<file path="src/rtl/sign_narrow_if.sv">
// Stream handshake bundle for sign_narrow: upstream word in, narrowed word out.
interface sign_narrow_if #(
   parameter int IN_W  = 32,
   parameter int OUT_W = 16
);
   logic             valid_i;
   logic             ready_o;
   logic [IN_W-1:0]  data_i;
   logic             valid_o;
   logic             ready_i;
   logic [OUT_W-1:0] data_o;
   logic             fits_o;

   modport slave (
      input  valid_i,
      input  data_i,
      input  ready_i,
      output ready_o,
      output valid_o,
      output data_o,
      output fits_o
   );

   modport master (
      output valid_i,
      output data_i,
      output ready_i,
      input  ready_o,
      input  valid_o,
      input  data_o,
      input  fits_o
   );
endinterface

</file>
<file path="src/rtl/sign_narrow.sv">
// Narrows IN_W-bit signed words to OUT_W bits behind a registered output stage
// with a one-entry skid buffer; flags/saturates unrepresentable values and counts them.
module sign_narrow #(
   parameter int IN_W     = 32,
   parameter int OUT_W    = 16,
   parameter bit SATURATE = 1'b1,
   parameter int CNT_W    = 8
) (
   input  logic             clk_i,
   input  logic             rst_i,
   sign_narrow_if.slave     bus,
   input  logic             clr_cnt_i,
   output logic [CNT_W-1:0] ovf_cnt_o
);

   typedef enum logic [1:0] {
      ST_EMPTY = 2'd0,
      ST_ONE   = 2'd1,
      ST_FULL  = 2'd2
   } state_t;

   localparam logic [OUT_W-1:0] MAX_POS = {1'b0, {(OUT_W-1){1'b1}}};
   localparam logic [OUT_W-1:0] MIN_NEG = {1'b1, {(OUT_W-1){1'b0}}};
   localparam logic [CNT_W-1:0] CNT_MAX = {CNT_W{1'b1}};
   localparam logic [CNT_W-1:0] CNT_ONE = {{(CNT_W-1){1'b0}}, 1'b1};

   // Representable iff every bit from the sign bit down to bit OUT_W-1 agrees.
   function automatic logic fits_f(input logic [IN_W-1:0] d);
      logic [IN_W-OUT_W:0] top;
      top = d[IN_W-1:OUT_W-1];
      return (&top) | ~(|top);
   endfunction

   function automatic logic [OUT_W-1:0] narrow_f(input logic [IN_W-1:0] d);
      logic [OUT_W-1:0] res;
      if (fits_f(d) || !SATURATE) begin
         res = d[OUT_W-1:0];
      end else if (d[IN_W-1]) begin
         res = MIN_NEG;
      end else begin
         res = MAX_POS;
      end
      return res;
   endfunction

   state_t           r_state;
   state_t           w_state_nxt;
   logic             r_valid;
   logic             r_ready;
   logic [OUT_W-1:0] r_data;
   logic             r_fits;
   logic [OUT_W-1:0] r_skid_data;
   logic             r_skid_fits;
   logic [CNT_W-1:0] r_cnt;

   logic             w_acc;
   logic             w_emit;
   logic             w_fits;
   logic [OUT_W-1:0] w_res;
   logic             w_load_out;
   logic             w_load_skid;
   logic             w_out_from_skid;

   assign w_acc  = bus.valid_i & r_ready;
   assign w_emit = r_valid & bus.ready_i;
   assign w_fits = fits_f(bus.data_i);
   assign w_res  = narrow_f(bus.data_i);

   assign bus.ready_o = r_ready;
   assign bus.valid_o = r_valid;
   assign bus.data_o  = r_data;
   assign bus.fits_o  = r_fits;
   assign ovf_cnt_o   = r_cnt;

   // Next-state and load-enable decode for the output/skid pair.
   always_comb begin
      w_state_nxt     = r_state;
      w_load_out      = 1'b0;
      w_load_skid     = 1'b0;
      w_out_from_skid = 1'b0;
      case (r_state)
         ST_EMPTY: begin
            if (w_acc) begin
               w_load_out  = 1'b1;
               w_state_nxt = ST_ONE;
            end else begin
               w_state_nxt = ST_EMPTY;
            end
         end
         ST_ONE: begin
            if (w_acc && w_emit) begin
               w_load_out  = 1'b1;
               w_state_nxt = ST_ONE;
            end else if (w_emit) begin
               w_state_nxt = ST_EMPTY;
            end else if (w_acc) begin
               w_load_skid = 1'b1;
               w_state_nxt = ST_FULL;
            end else begin
               w_state_nxt = ST_ONE;
            end
         end
         ST_FULL: begin
            if (w_emit) begin
               w_load_out      = 1'b1;
               w_out_from_skid = 1'b1;
               w_state_nxt     = ST_ONE;
            end else begin
               w_state_nxt = ST_FULL;
            end
         end
         default: begin
            w_state_nxt = ST_EMPTY;
         end
      endcase
   end

   // State register; valid/ready are registered copies of the next state.
   always_ff @(posedge clk_i or negedge rst_i) begin
      if (!rst_i) begin
         r_state <= ST_EMPTY;
         r_valid <= 1'b0;
         r_ready <= 1'b1;
      end else begin
         r_state <= w_state_nxt;
         r_valid <= (w_state_nxt != ST_EMPTY);
         r_ready <= (w_state_nxt != ST_FULL);
      end
   end

   // Output register; refilled from the skid first so order is preserved.
   always_ff @(posedge clk_i or negedge rst_i) begin
      if (!rst_i) begin
         r_data <= {OUT_W{1'b0}};
         r_fits <= 1'b0;
      end else if (w_load_out) begin
         if (w_out_from_skid) begin
            r_data <= r_skid_data;
            r_fits <= r_skid_fits;
         end else begin
            r_data <= w_res;
            r_fits <= w_fits;
         end
      end else begin
         r_data <= r_data;
         r_fits <= r_fits;
      end
   end

   // Skid register captures a word accepted while the output is stalled.
   always_ff @(posedge clk_i or negedge rst_i) begin
      if (!rst_i) begin
         r_skid_data <= {OUT_W{1'b0}};
         r_skid_fits <= 1'b0;
      end else if (w_load_skid) begin
         r_skid_data <= w_res;
         r_skid_fits <= w_fits;
      end else begin
         r_skid_data <= r_skid_data;
         r_skid_fits <= r_skid_fits;
      end
   end

   // Saturating overflow counter; clear wins over a coincident increment.
   always_ff @(posedge clk_i or negedge rst_i) begin
      if (!rst_i) begin
         r_cnt <= {CNT_W{1'b0}};
      end else if (clr_cnt_i) begin
         r_cnt <= {CNT_W{1'b0}};
      end else if (w_acc && !w_fits && (r_cnt != CNT_MAX)) begin
         r_cnt <= r_cnt + CNT_ONE;
      end else begin
         r_cnt <= r_cnt;
      end
   end

endmodule
</file>
<file path="src/flat_wrapper.sv">
// flat-port wrapper written by rule: the top's interface ports become plain ports
module sign_narrow_flat 
#(
   parameter int IN_W     = 32,
   parameter int OUT_W    = 16,
   parameter bit SATURATE = 1'b1,
   parameter int CNT_W    = 8
)
  (clk_i, rst_i, clr_cnt_i, ovf_cnt_o, bus_valid_i, bus_data_i, bus_ready_i, bus_ready_o, bus_valid_o, bus_data_o, bus_fits_o);
  sign_narrow_if #(.IN_W(IN_W), .OUT_W(OUT_W)) bus_i ();
  input  logic clk_i;
  input  logic rst_i;
  input  logic clr_cnt_i;
  output logic [CNT_W-1:0] ovf_cnt_o;
  input wire logic [$bits(bus_i.valid_i)-1:0] bus_valid_i;
  input wire logic [$bits(bus_i.data_i)-1:0] bus_data_i;
  input wire logic [$bits(bus_i.ready_i)-1:0] bus_ready_i;
  output wire logic [$bits(bus_i.ready_o)-1:0] bus_ready_o;
  output wire logic [$bits(bus_i.valid_o)-1:0] bus_valid_o;
  output wire logic [$bits(bus_i.data_o)-1:0] bus_data_o;
  output wire logic [$bits(bus_i.fits_o)-1:0] bus_fits_o;
  assign bus_i.valid_i = bus_valid_i;
  assign bus_i.data_i = bus_data_i;
  assign bus_i.ready_i = bus_ready_i;
  assign bus_ready_o = bus_i.ready_o;
  assign bus_valid_o = bus_i.valid_o;
  assign bus_data_o = bus_i.data_o;
  assign bus_fits_o = bus_i.fits_o;
  sign_narrow #(.IN_W(IN_W), .OUT_W(OUT_W), .SATURATE(SATURATE), .CNT_W(CNT_W)) u_core (.clk_i(clk_i), .rst_i(rst_i), .bus(bus_i), .clr_cnt_i(clr_cnt_i), .ovf_cnt_o(ovf_cnt_o));
endmodule
</file>
<file path="config.mk">
export PLATFORM = sky130hd
export DESIGN_NAME = sign_narrow_flat
export DESIGN_NICKNAME = d
export VERILOG_FILES = /design/src/rtl/sign_narrow_if.sv /design/src/rtl/sign_narrow.sv /design/src/flat_wrapper.sv
export SDC_FILE = /design/constraint.sdc
export NUM_CORES = 1
export LEC_CHECK = 0
export ABC_AREA = 1
export BUFFER_PORTS_ARGS = -buffer_cell sky130_fd_sc_hd__buf_2
export CAP_MARGIN = 25
export CORE_MARGIN = 2
export CORE_UTILIZATION = 50
export CTS_CLUSTER_DIAMETER = 150
export DETAILED_ROUTE_END_ITERATION = 8
export PLACE_DENSITY_LB_ADDON = 0.12
export SYNTH_ARGS = -nofsm -noshare
export SYNTH_HDL_FRONTEND = slang
export SYNTH_SLANG_ARGS = --single-unit
</file>
<file path="constraint.sdc">
create_clock -name clk_i -period 4.5 [get_ports clk_i]
set_input_delay 0.225 -clock clk_i [delete_from_list [all_inputs] [get_ports clk_i]]
set_output_delay 0.225 -clock clk_i [all_outputs]
set_load 0.01 [all_outputs]
</file>
==> results of run 1 <==
## cell type report
cell class              count  share of cell area (%)
repair buffers             65                    11.8
well taps                  67                    2.86
flip-flops and latches     46                    39.3
clock buffers               6                    2.82
multi-input cells         257                    38.9
inverters                  34                    4.35
## where the power goes
| group | leakage [µW] | total [µW] | switching [µW] | internal [µW] |
|---|---|---|---|---|
| Clock | 0.0000431 | 246 | 128 | 119 |
| Combinational | 0.00113 | 574 | 361 | 213 |
| Sequential | 0.000585 | 653 | 77.7 | 575 |
| Total | 0.00175 | 1470 | 566 | 907 |
## final timing paths
kind,from,to,slack [ps]
setup / recovery,u_core.bus.ready_o,u_core.bus.ready_o,2310
hold / removal,bus_data_i[3],u_core.r_skid_data[3],240
setup reg to reg,u_core.bus.ready_o,u_core.bus.ready_o,2310
hold reg to reg,u_core.bus.data_o[4],u_core.bus.data_o[4],480
max in group asynchronous,rst_i,u_core.bus.ready_o,3610
min in group asynchronous,rst_i,u_core.bus.data_o[3],340
## synth_stat cells, drive strengths merged
master	n	share of area (%)
nor2	22	3.3
or2	1	0.25
dfstp	1	1.1
ha	3	1.5
o211ai	1	0.30
dfrtp	45	45
o21ai	21	4.2
inv	33	5.0
nand2	168	27
nand3	27	5.8
o21a	1	0.30
nor3b	2	0.60
clkbuf	2	0.30
nand4	4	1.0
nor3	3	0.60
a21oi	1	0.20
xor2	3	1.1
buf	11	2.8
clkinv	1	0.15
## kinds of logic (layout without fill, tap and decap cells)
| logic type | Yosys count | count (layout) | synth area share, % |
|---|---|---|---|
| AOI/OAI and AO/OA | 24 | 24 | 5.01 |
| xor gates and xnor gates | 3 | 3 | 1.05 |
| buffers and inverters | 47 | 105 | 8.21 |
| and+or+nand+nor | 227 | 227 | 38.1 |
| DFF | 46 | 46 | 46.1 |
| adders and majority gates | 3 | 3 | 1.50 |
## worst register-to-register path, stage by stage (launching register included)
cell	delay [ps]
sky130_fd_sc_hd__dfstp_2	530
sky130_fd_sc_hd__nand2_1	50
sky130_fd_sc_hd__inv_1	120
sky130_fd_sc_hd__ha_1	170
sky130_fd_sc_hd__nand2_1	380
sky130_fd_sc_hd__inv_1	580
sky130_fd_sc_hd__a21oi_1	130
sky130_fd_sc_hd__inv_1	100
sky130_fd_sc_hd__nand2_1	60
## metal layers
metal  up-vias  part of all wire, %
li1       1194                    -
met1       970                   50
met2        67                   43
met3         4                  5.7
met4         0                 0.84
met5         -                    0
## state kept, by name (all words and copies together), names as in the netlist
signal / cells
u_core.bus.data_o: 16
u_core.r_skid_data: 16
u_core.ovf_cnt_o: 8
u_core.r_state: 2
u_core.bus.fits_o: 1
u_core.bus.ready_o: 1
u_core.bus.valid_o: 1
u_core.r_skid_fits: 1
## stage by stage
stage               area [µm²]  hold slack, ps
finish                    2930             237
global placement          2820             447
CTS                       2900             125
floorplan                 2500           -70.6
global route              2930             251
detailed placement        2820             451
==> qor.tcl, run 1 <==
set qor(outcome) {completed}
set qor(cp-end-kind) {register}
set qor(final.setup_skew_ps) 4.28
set qor(final_report_hold_violation_count) 0
set qor(drive_above_1_share_pct) 20.1
set qor(critical_path.max_stage_delay_ps) 580
set qor(globalRoute.busiestLayer) {met2}
set qor(grtUsageMet3_pct) 4.69
set qor(cts_root_buffer) {sky130_fd_sc_hd__clkbuf_8}
set qor(post_drt_wl_per_cell_um) 11.0
set qor(netlist-cell-type-count) 26
set qor(cp.buffers_inverters) 3
set qor(io_count) 64
set qor(max_cap_violations) 0
set qor(antennaDiodeCount) 0
set qor(cp_data_required_time_ps) 4730
set qor(final_core_utilization_pct) 61.3
set qor(postCtsSetupBuffers) 0
set qor(globalRoute.totalOverflow) 0
set qor(die_y_um) 74.7
set qor(multi_input_area_um2) 1140
set qor(fp-row-count) 25
set qor(grt_start_max_net_pins) 47
set qor(drc_viols) 0
set qor(arrival_ps) 2410
set qor(die_w_um) 74.7
set qor(timing.final.ws_setup_ps) 2310
set qor(hold_class) {input port to register}
set qor(grt_pass1_wl_um) 8580
set qor(synth_cells) 350
set qor(totalPowerFinal_uw) 1470
set qor(maxClockFrequency_mhz) 458
set qor(setup_viol) 0
set qor(worst_slew_margin_rel_pct) 40.8
set qor(post-place-ws_ps) 2320
set qor(synth.yosys.warnings) 0
set qor(syn_nets) 390
set qor(final_cell_mix) {161 x sky130_fd_sc_hd__nand2_1, 63 x sky130_fd_sc_hd__buf_2, 45 x sky130_fd_sc_hd__dfrtp_1}
set qor(synth_sequential_area_ratio_pct) 46.1
set qor(total_number_of_vias) 2235
set qor(syn-cell-area_um2) 2500
set qor(worst_path_max_delay_cell) {sky130_fd_sc_hd__inv_1}
set qor(worstMarginPinSlew_ps) 886
set qor(final_cycle_utilization_of_the_critical_path_pct) 48.6
set qor(via_per_inst) 4.71
set qor(dpl.cell_count) 467
set qor(critical_path_class) {register to register}
set qor(grt_use_met1_pct) 28.1
set qor(layout_commonest_cell) {sky130_fd_sc_hd__nand2_1}
set qor(setup_tns_ps) 0
set qor(portBuffers) 63
set qor(power.density_cell_area_nw_per_um2) 502
set qor(cp_num_cells) 8
set qor(cells_traversed_along_the_worst_timing_path) {nand2_1 > inv_1 > ha_1 > nand2_1 > inv_1 > a21oi_1 > inv_1 > nand2_1}
set qor(timing.final.crit_period_ps) 2190
set qor(ctsHoldBuffers) 0
set qor(grt_antenna_before_repair) 0
set qor(hold_depth) 5
set qor(path_max_fanout) 20
set qor(layout.area.seq_um2) 1150
set qor(cts-buffers-inserted) 5
set qor(layout.filler_cells) 464
set qor(gr-usage-all-layers_pct) 20.2
set qor(final_antenna_net_count) 0
set qor(globalRouteMet2Util_pct) 31.3
set qor(final_max_slew_viol_count) 0
set qor(drt_pre_antenna_iters) 4
set qor(type_of_element_launching_the_critical_path) {register}
set qor(worst_skew_pair.late_latency_ps) 300
set qor(reg2regPathDepth) 8
set qor(cts_num_sinks) 46
set qor(syn2layout_area_growth_pct) 17.4
set qor(vdd.ir_drop.worst_v) 0.000226
set qor(tritoncts) {built}
set qor(p_leak_uw) 0.00175
set qor(dp_hpwl_um) 3600
set qor(syn-mean-instance-area_um2) 7.14
set qor(nets) 449
set qor(finalWirelength_um) 5230
set qor(die_area_um2) 5580
set qor(cts_resized) 0
set qor(core_area_um2) 4790
set qor(clock_tree.buffer_depth) 2
set qor(clkSlewWorstSetupHoldPaths_ps) 80
set qor(rsz0062_at_grt) {false}
set qor(critPathTopFamily) {buffers and inverters}
set qor(layout.cells.non_filler) 475
set qor(flop_and_latch_count_out_of_synthesis) 46
set qor(cts.htree.levels) 2
set qor(start_util_pct) 52.2
set qor(drt_iter0_markers) 138
set qor(number_of_global_route_vias_before_repair) 1931
set qor(place_congestion) 0.875
No activity file was read; power rests on OpenSTA's default activity.
==> inputs of run 2 (changes only) <==
- CORE_UTILIZATION: 50 -> 48
- clock period: 4.5 -> 2 ns (I/O delays scaled with it)
==> qor.tcl, run 2 (synthesis results as in run 1) <==
set qor(vdd.ir_drop.worst_v) 0.000884 ;# +290%
set qor(drc_viols) 0 ;# unchanged
set qor(final_max_slew_viol_count) 0 ;# unchanged
set qor(grt_pass1_wl_um) 9470 ;# +10%
set qor(post-place-ws_ps) 275 ;# -2050 ps
set qor(reg2regPathDepth) 8 ;# unchanged
set qor(drive_above_1_share_pct) 21.4 ;# +1.3 points
set qor(tritoncts) {built}
set qor(final.setup_skew_ps) 7.97 ;# +3.69 ps
set qor(arrival_ps) 1960 ;# -450 ps
set qor(cts.htree.levels) 2 ;# unchanged
set qor(terminus_of_the_critical_flop_to_flop_path) {u_core.bus.data_o[11]}
set qor(final_core_utilization_pct) 59.5 ;# -1.7 points
set qor(core_area_um2) 5070 ;# +6.0%
set qor(maxClockFrequency_mhz) 579 ;# +27%
set qor(die_y_um) 76.2 ;# +2.0%
set qor(hold_class) {input port to register}
set qor(dp_hpwl_um) 3850 ;# +6.8%
set qor(total_number_of_vias) 2318 ;# +3.7%
set qor(portBuffers) 63 ;# unchanged
set qor(number_of_global_route_vias_before_repair) 2181 ;# +13%
set qor(cp-end-kind) {register}
set qor(wl_met1_um) 2550 ;# -3.0%
set qor(power.density_cell_area_nw_per_um2) 1200 ;# +140%
set qor(critical_path_class) {register to register}
set qor(hold_depth) 3 ;# -2
set qor(via_per_inst) 4.78 ;# +1.6%
set qor(p_leak_uw) 0.00180 ;# +2.7%
set qor(timing.reg2reg.setup_slack_ps) 270 ;# -2040 ps
set qor(postCtsSetupBuffers) 0 ;# unchanged
set qor(cts_num_sinks) 46 ;# unchanged
set qor(final_cell_mix) {161 x sky130_fd_sc_hd__nand2_1, 63 x sky130_fd_sc_hd__buf_2, 45 x sky130_fd_sc_hd__dfrtp_1}
set qor(globalRoute.totalOverflow) 0 ;# unchanged
set qor(layout_commonest_cell) {sky130_fd_sc_hd__nand2_1}
set qor(layout.filler_cells) 505 ;# +8.8%
set qor(fp-row-count) 26 ;# +4.0%
set qor(place_congestion) 0.864 ;# -1.2%
set qor(worstMarginPinSlew_ps) 574 ;# -312 ps
set qor(dr_wl_met2_um) 2570 ;# +14%
set qor(io_count) 64 ;# unchanged
set qor(max_cap_violations) 0 ;# unchanged
set qor(gr-usage-all-layers_pct) 20.1 ;# -0.11 points
set qor(ctsHoldBuffers) 1 ;# +1
set qor(outcome) {completed}
set qor(clkSlewWorstSetupHoldPaths_ps) 80 ;# about the same
set qor(final_cycle_utilization_of_the_critical_path_pct) 86.4 ;# +38 points
set qor(timing.final.ws_setup_ps) 273 ;# -2040 ps
set qor(dr.max_layer_used) {met4}
set qor(hold_path_end) {u_core.r_skid_data[15]}
set qor(worst_slew_margin_rel_pct) 61.7 ;# +21 points
set qor(clock_tree.buffer_depth) 2 ;# unchanged
set qor(post_drt_wl_per_cell_um) 11.2 ;# +1.5%
set qor(grt_antenna_before_repair) 0 ;# unchanged
set qor(path_max_fanout) 18 ;# -10%
set qor(final_antenna_net_count) 0 ;# unchanged
set qor(nets) 454 ;# +1.1%
set qor(antennaDiodeCount) 0 ;# unchanged
set qor(final_report_hold_violation_count) 0 ;# unchanged
set qor(grt_start_max_net_pins) 34 ;# -28%
set qor(type_of_element_launching_the_critical_path) {register}
set qor(drt_iter0_markers) 104 ;# -25%
set qor(setup_viol) 0 ;# unchanged
set qor(syn2layout_area_growth_pct) 20.9
set qor(timing.final.crit_period_ps) 1730 ;# -458 ps
set qor(die_area_um2) 5800 ;# +3.9%
set qor(start_util_pct) 49.2 ;# -3.0 points
set qor(met3WireLength_um) 237 ;# -20%
set qor(cts-buffers-inserted) 5 ;# unchanged
set qor(rsz0062_at_grt) {false}
set qor(min_from) {bus_data_i[31]}
set qor(worst_skew_pair.late_latency_ps) 300 ;# about the same
set qor(crit-reg2reg-launch) {u_core.bus.valid_o}
set qor(cts_resized) 0 ;# unchanged
set qor(die_w_um) 76.2 ;# +2.0%
set qor(finalWirelength_um) 5420 ;# +3.6%
set qor(cp_data_required_time_ps) 2230 ;# -2500 ps
set qor(drt_pre_antenna_iters) 4 ;# unchanged
set qor(totalPowerFinal_uw) 3640 ;# +150%
set qor(cts_root_buffer) {sky130_fd_sc_hd__clkbuf_8}
set qor(setup_tns_ps) 0 ;# unchanged
[run 2: cell types whose count changed in the layout (fill, tap and decap cells not counted), sizes merged]
cell	delta
buf	+5
bufinv	+2
[run 2: report_power, final]
group          leakage (µW)  switching (µW)  internal, µW  total [µW]
clock network     0.0000714             305           533         838
logic               0.00114             826           497        1320
registers          0.000585             186          1300        1480
[run 2: metrics by stage]
stage               area (µm²)  hold WS, ps  cells
finish                    3020          104    485
global placement          2870          126    476
CTS                       3020          104    485
detailed placement        2870          133    476
global route              3020          117    485
floorplan                 2500         -196    350
[run 2: worst max path at each step]
| stage | startpoint | end |
|---|---|---|
| 6_report | u_core.bus.valid_o | u_core.bus.data_o[11] |
| 5_1_grt | u_core.bus.valid_o | u_core.bus.data_o[15] |
| 4_1_cts | u_core.bus.valid_o | u_core.bus.data_o[15] |
| 3_5_place_dp | u_core.bus.valid_o | u_core.bus.data_o[15] |
| 3_3_place_gp | u_core.bus.valid_o | u_core.bus.fits_o |
| 2_1_floorplan | u_core.bus.ready_o | u_core.r_skid_data[10] |
[run 2: worst max-delay path, stage by stage, from the launching register on]
cell,delay (ps)
sky130_fd_sc_hd__dfrtp_1,380
sky130_fd_sc_hd__nand2_1,110
sky130_fd_sc_hd__inv_1,70
sky130_fd_sc_hd__ha_1,180
sky130_fd_sc_hd__nand2_1,80
sky130_fd_sc_hd__nand3_2,300
sky130_fd_sc_hd__inv_2,360
sky130_fd_sc_hd__nand2_1,100
sky130_fd_sc_hd__nand2_1,70
[run 2: area by class of cell]
| class | instances | area, µm² | area share [%] |
|---|---|---|---|
| Inverter | 34 | 128 | 4.22 |
| Multi-Input combinational cell | 257 | 1140 | 37.8 |
| Clock inverter | 2 | 60.1 | 1.99 |
| Sequential cell | 46 | 1150 | 38.1 |
| Timing Repair Buffer | 70 | 370 | 12.3 |
| Tap cell | 70 | 87.6 | 2.90 |
| Clock buffer | 6 | 82.6 | 2.73 |
[run 2: routing by layer]
layer  vias up  GRT usage [%]
met3         7           4.62
met4         0           5.82
met5         -              0
met1      1047           25.4
li1       1211              -
met2        53           34.6
==> inputs of run 3 (changes only) <==
- BUFFER_PORTS_ARGS: -buffer_cell sky130_fd_sc_hd__buf_2 -> not set
- CORE_UTILIZATION: 48 -> 50
- DONT_BUFFER_PORTS: not set -> 1
==> qor.tcl, run 3 (synthesis results as in run 1) <==
set qor(number_of_global_route_vias_before_repair) 1904 ;# -13%
set qor(place_congestion) 0.833 ;# -3.6%
set qor(core_area_um2) 4790 ;# -5.7%
set qor(final_max_slew_viol_count) 0 ;# unchanged
set qor(layout.filler_cells) 467 ;# -7.5%
set qor(final_cell_mix) {161 x sky130_fd_sc_hd__nand2_1, 45 x sky130_fd_sc_hd__dfrtp_1, 31 x sky130_fd_sc_hd__inv_1}
set qor(power_switching_share_pct) 38.4 ;# +2.2 points
set qor(grt_antenna_before_repair) 0 ;# unchanged
set qor(type_of_element_launching_the_critical_path) {register}
set qor(min_from) {bus_data_i[7]}
set qor(syn2layout_area_growth_pct) 8.01
set qor(cp-end-kind) {register}
set qor(nets) 392 ;# -14%
set qor(outcome) {completed}
set qor(worstMarginPinSlew_ps) 319 ;# -255 ps
set qor(final_antenna_net_count) 0 ;# unchanged
set qor(worst_slew_margin_rel_pct) 78.6 ;# +17 points
set qor(worst_path_max_delay_cell) {sky130_fd_sc_hd__dfstp_2}
set qor(critPathTopFamily) {flip-flops}
set qor(timing.final.crit_period_ps) 1690 ;# -32.9 ps
set qor(drt_iter0_markers) 143 ;# +38%
set qor(layout.cells.non_filler) 420 ;# -13%
set qor(globalRoute.totalOverflow) 0 ;# unchanged
set qor(ctsHoldBuffers) 4 ;# +3
set qor(maxClockFrequency_mhz) 590 ;# +1.9%
set qor(cp-startpoint) {u_core.bus.ready_o}
set qor(cp_data_required_time_ps) 2180 ;# -50 ps
set qor(tritoncts) {built}
set qor(timing.final.ws_setup_ps) 305 ;# +32.9 ps
set qor(dpl.cell_count) 408 ;# -14%
set qor(grt_start_max_net_pins) 47 ;# +38%
set qor(die_w_um) 74.7 ;# -1.9%
set qor(path_max_fanout) 18 ;# unchanged
set qor(clock_power_share_pct) 20.7 ;# -2.3 points
set qor(via_per_inst) 4.84 ;# +1.2%
set qor(drive_above_1_share_pct) 6.52 ;# -15 points
set qor(vdd.ir_drop.worst_v) 0.000673 ;# -24%
set qor(total_number_of_vias) 2031 ;# -12%
set qor(grt_use_met1_pct) 27.8 ;# +2.4 points
set qor(drc_viols) 0 ;# unchanged
set qor(arrival_ps) 1870 ;# -90 ps
set qor(crit-reg2reg-launch) {u_core.bus.ready_o}
set qor(dp_hpwl_um) 3590 ;# -6.8%
set qor(cts_resized) 0 ;# unchanged
set qor(post_drt_wl_per_cell_um) 12.3 ;# +9.6%
set qor(start_util_pct) 52.2 ;# +3.0 points
set qor(postCtsSetupBuffers) 0 ;# unchanged
set qor(comb_power_share_pct) 30.4 ;# -5.9 points
set qor(grt_pass1_wl_um) 8730 ;# -7.9%
set qor(fin_worst_hold_slack_ps) 5.72 ;# -98.3 ps
set qor(final_report_hold_violation_count) 0 ;# unchanged
set qor(die_area_um2) 5580 ;# -3.8%
set qor(drt_pre_antenna_iters) 4 ;# unchanged
set qor(antennaDiodeCount) 0 ;# unchanged
set qor(globalRoute.busiestLayer) {met2}
set qor(gr-usage-all-layers_pct) 20.7 ;# +0.67 points
set qor(final_cycle_utilization_of_the_critical_path_pct) 84.7 ;# -1.6 points
set qor(clock_tree.buffer_depth) 2 ;# unchanged
set qor(cts_root_buffer) {sky130_fd_sc_hd__clkbuf_8}
set qor(setup_viol) 0 ;# unchanged
set qor(power.density_cell_area_nw_per_um2) 1220 ;# +0.89%
set qor(layout_commonest_cell) {sky130_fd_sc_hd__nand2_1}
set qor(critical_path.most_common_cell) {sky130_fd_sc_hd__nand2_1}
set qor(cell_internal_pwr_uw) 2020 ;# -13%
set qor(power.switching_uw) 1260 ;# -4.3%
set qor(final.setup_skew_ps) 3.97 ;# -4.01 ps
set qor(cts.htree.levels) 2 ;# unchanged
set qor(io_count) 64 ;# unchanged
set qor(die_y_um) 74.7 ;# -1.9%
set qor(critical_path_class) {register to register}
set qor(cts-buffers-inserted) 5 ;# unchanged
set qor(portBuffers) 0 ;# -100%
set qor(post-place-ws_ps) 272 ;# -3.26 ps
set qor(p_leak_uw) 0.00153 ;# -15%
set qor(grtUsageMet3_pct) 6.16 ;# +1.5 points
set qor(multi_input_area_um2) 1140 ;# unchanged
set qor(cp.buffers_inverters) 2 ;# unchanged
set qor(critical_path.max_stage_delay_ps) 560 ;# +180 ps
set qor(clkSlewWorstSetupHoldPaths_ps) 80 ;# about the same
set qor(setup_tns_ps) 0 ;# unchanged
set qor(cells_traversed_along_the_worst_timing_path) {nand2_1 > inv_1 > ha_1 > nand2_1 > nand3_2 > inv_2 > nand2_1 > o21ai_0}
set qor(layout.area.seq_um2) 1150 ;# unchanged
set qor(rsz0062_at_grt) {false}
set qor(globalRouteMet2Util_pct) 32.4 ;# -2.1 points
set qor(worst_skew_pair.late_latency_ps) 300 ;# about the same
set qor(fp-row-count) 25 ;# -3.8%
set qor(max_cap_violations) 0 ;# unchanged
set qor(cts_num_sinks) 46 ;# unchanged
set qor(hold_class) {input port to register}
set qor(finalWirelength_um) 5150 ;# -5.1%
set qor(pwr-share-seq_pct) 48.9 ;# +8.2 points
[run 3: cell count changes in the layout (fill, tap and decap cells not counted), sizes merged]
cell         change
clkbuf           +1
dlygate4sd3      +2
buf             -64
bufinv           -1
[run 3: worst paths after layout]
| path | to | slack [ps] | depth (start not counted) |
|---|---|---|---|
| hold reg to reg | u_core.r_skid_data[7] | 480 | 2 |
| hold / removal | u_core.r_skid_data[7] | 6 | 4 |
| min in group asynchronous | u_core.bus.data_o[2] | 300 | 2 |
| max in group asynchronous | u_core.bus.ready_o | 1430 | 2 |
| setup reg to reg | u_core.bus.fits_o | 310 | 8 |
| setup / recovery | u_core.bus.fits_o | 310 | 8 |
[run 3: worst min-delay path, cell delays in order]
cell	delay, ps
sky130_fd_sc_hd__nand2_2	40
sky130_fd_sc_hd__nand2_1	50
sky130_fd_sc_hd__nand2_1	40
sky130_fd_sc_hd__nand2_1	50
[run 3: through the flow]
step                total power (µW)  instance area [µm²]  util [%]
floorplan                       2370                 2500         -
global placement                2560                 2530      53.0
detailed placement              2600                 2530      53.0
CTS                             3320                 2700      56.4
global route                    3590                 2700      56.4
finish                          3280                 2700      56.4
[run 3: layer usage]
| metal | part of all wire (%) | vias up |
|---|---|---|
| li1 | - | 1082 |
| met1 | 48 | 884 |
| met2 | 44 | 61 |
| met3 | 6.8 | 4 |
| met4 | 1.3 | 0 |
| met5 | 0 | - |
[run 3: power by group through the flow]
stage          Sequential (µW)  Combinational [µW]  Clock, µW
2_1_floorplan             1560                 809          0
3_3_place_gp              1620                 947          0
4_1_cts                   1610                1010        700
6_report                  1600                 997        680
3_5_place_dp              1620                 977          0
5_1_grt                   1660                1190        738
[run 3: layout make-up]
cell class	count	area share, %
Inverter	34	4.73
Clock buffer	7	2.83
Multi-Input combinational cell	257	42.3
Clock inverter	1	1.11
Tap cell	67	3.11
Timing Repair Buffer	8	3.25
Sequential cell	46	42.7
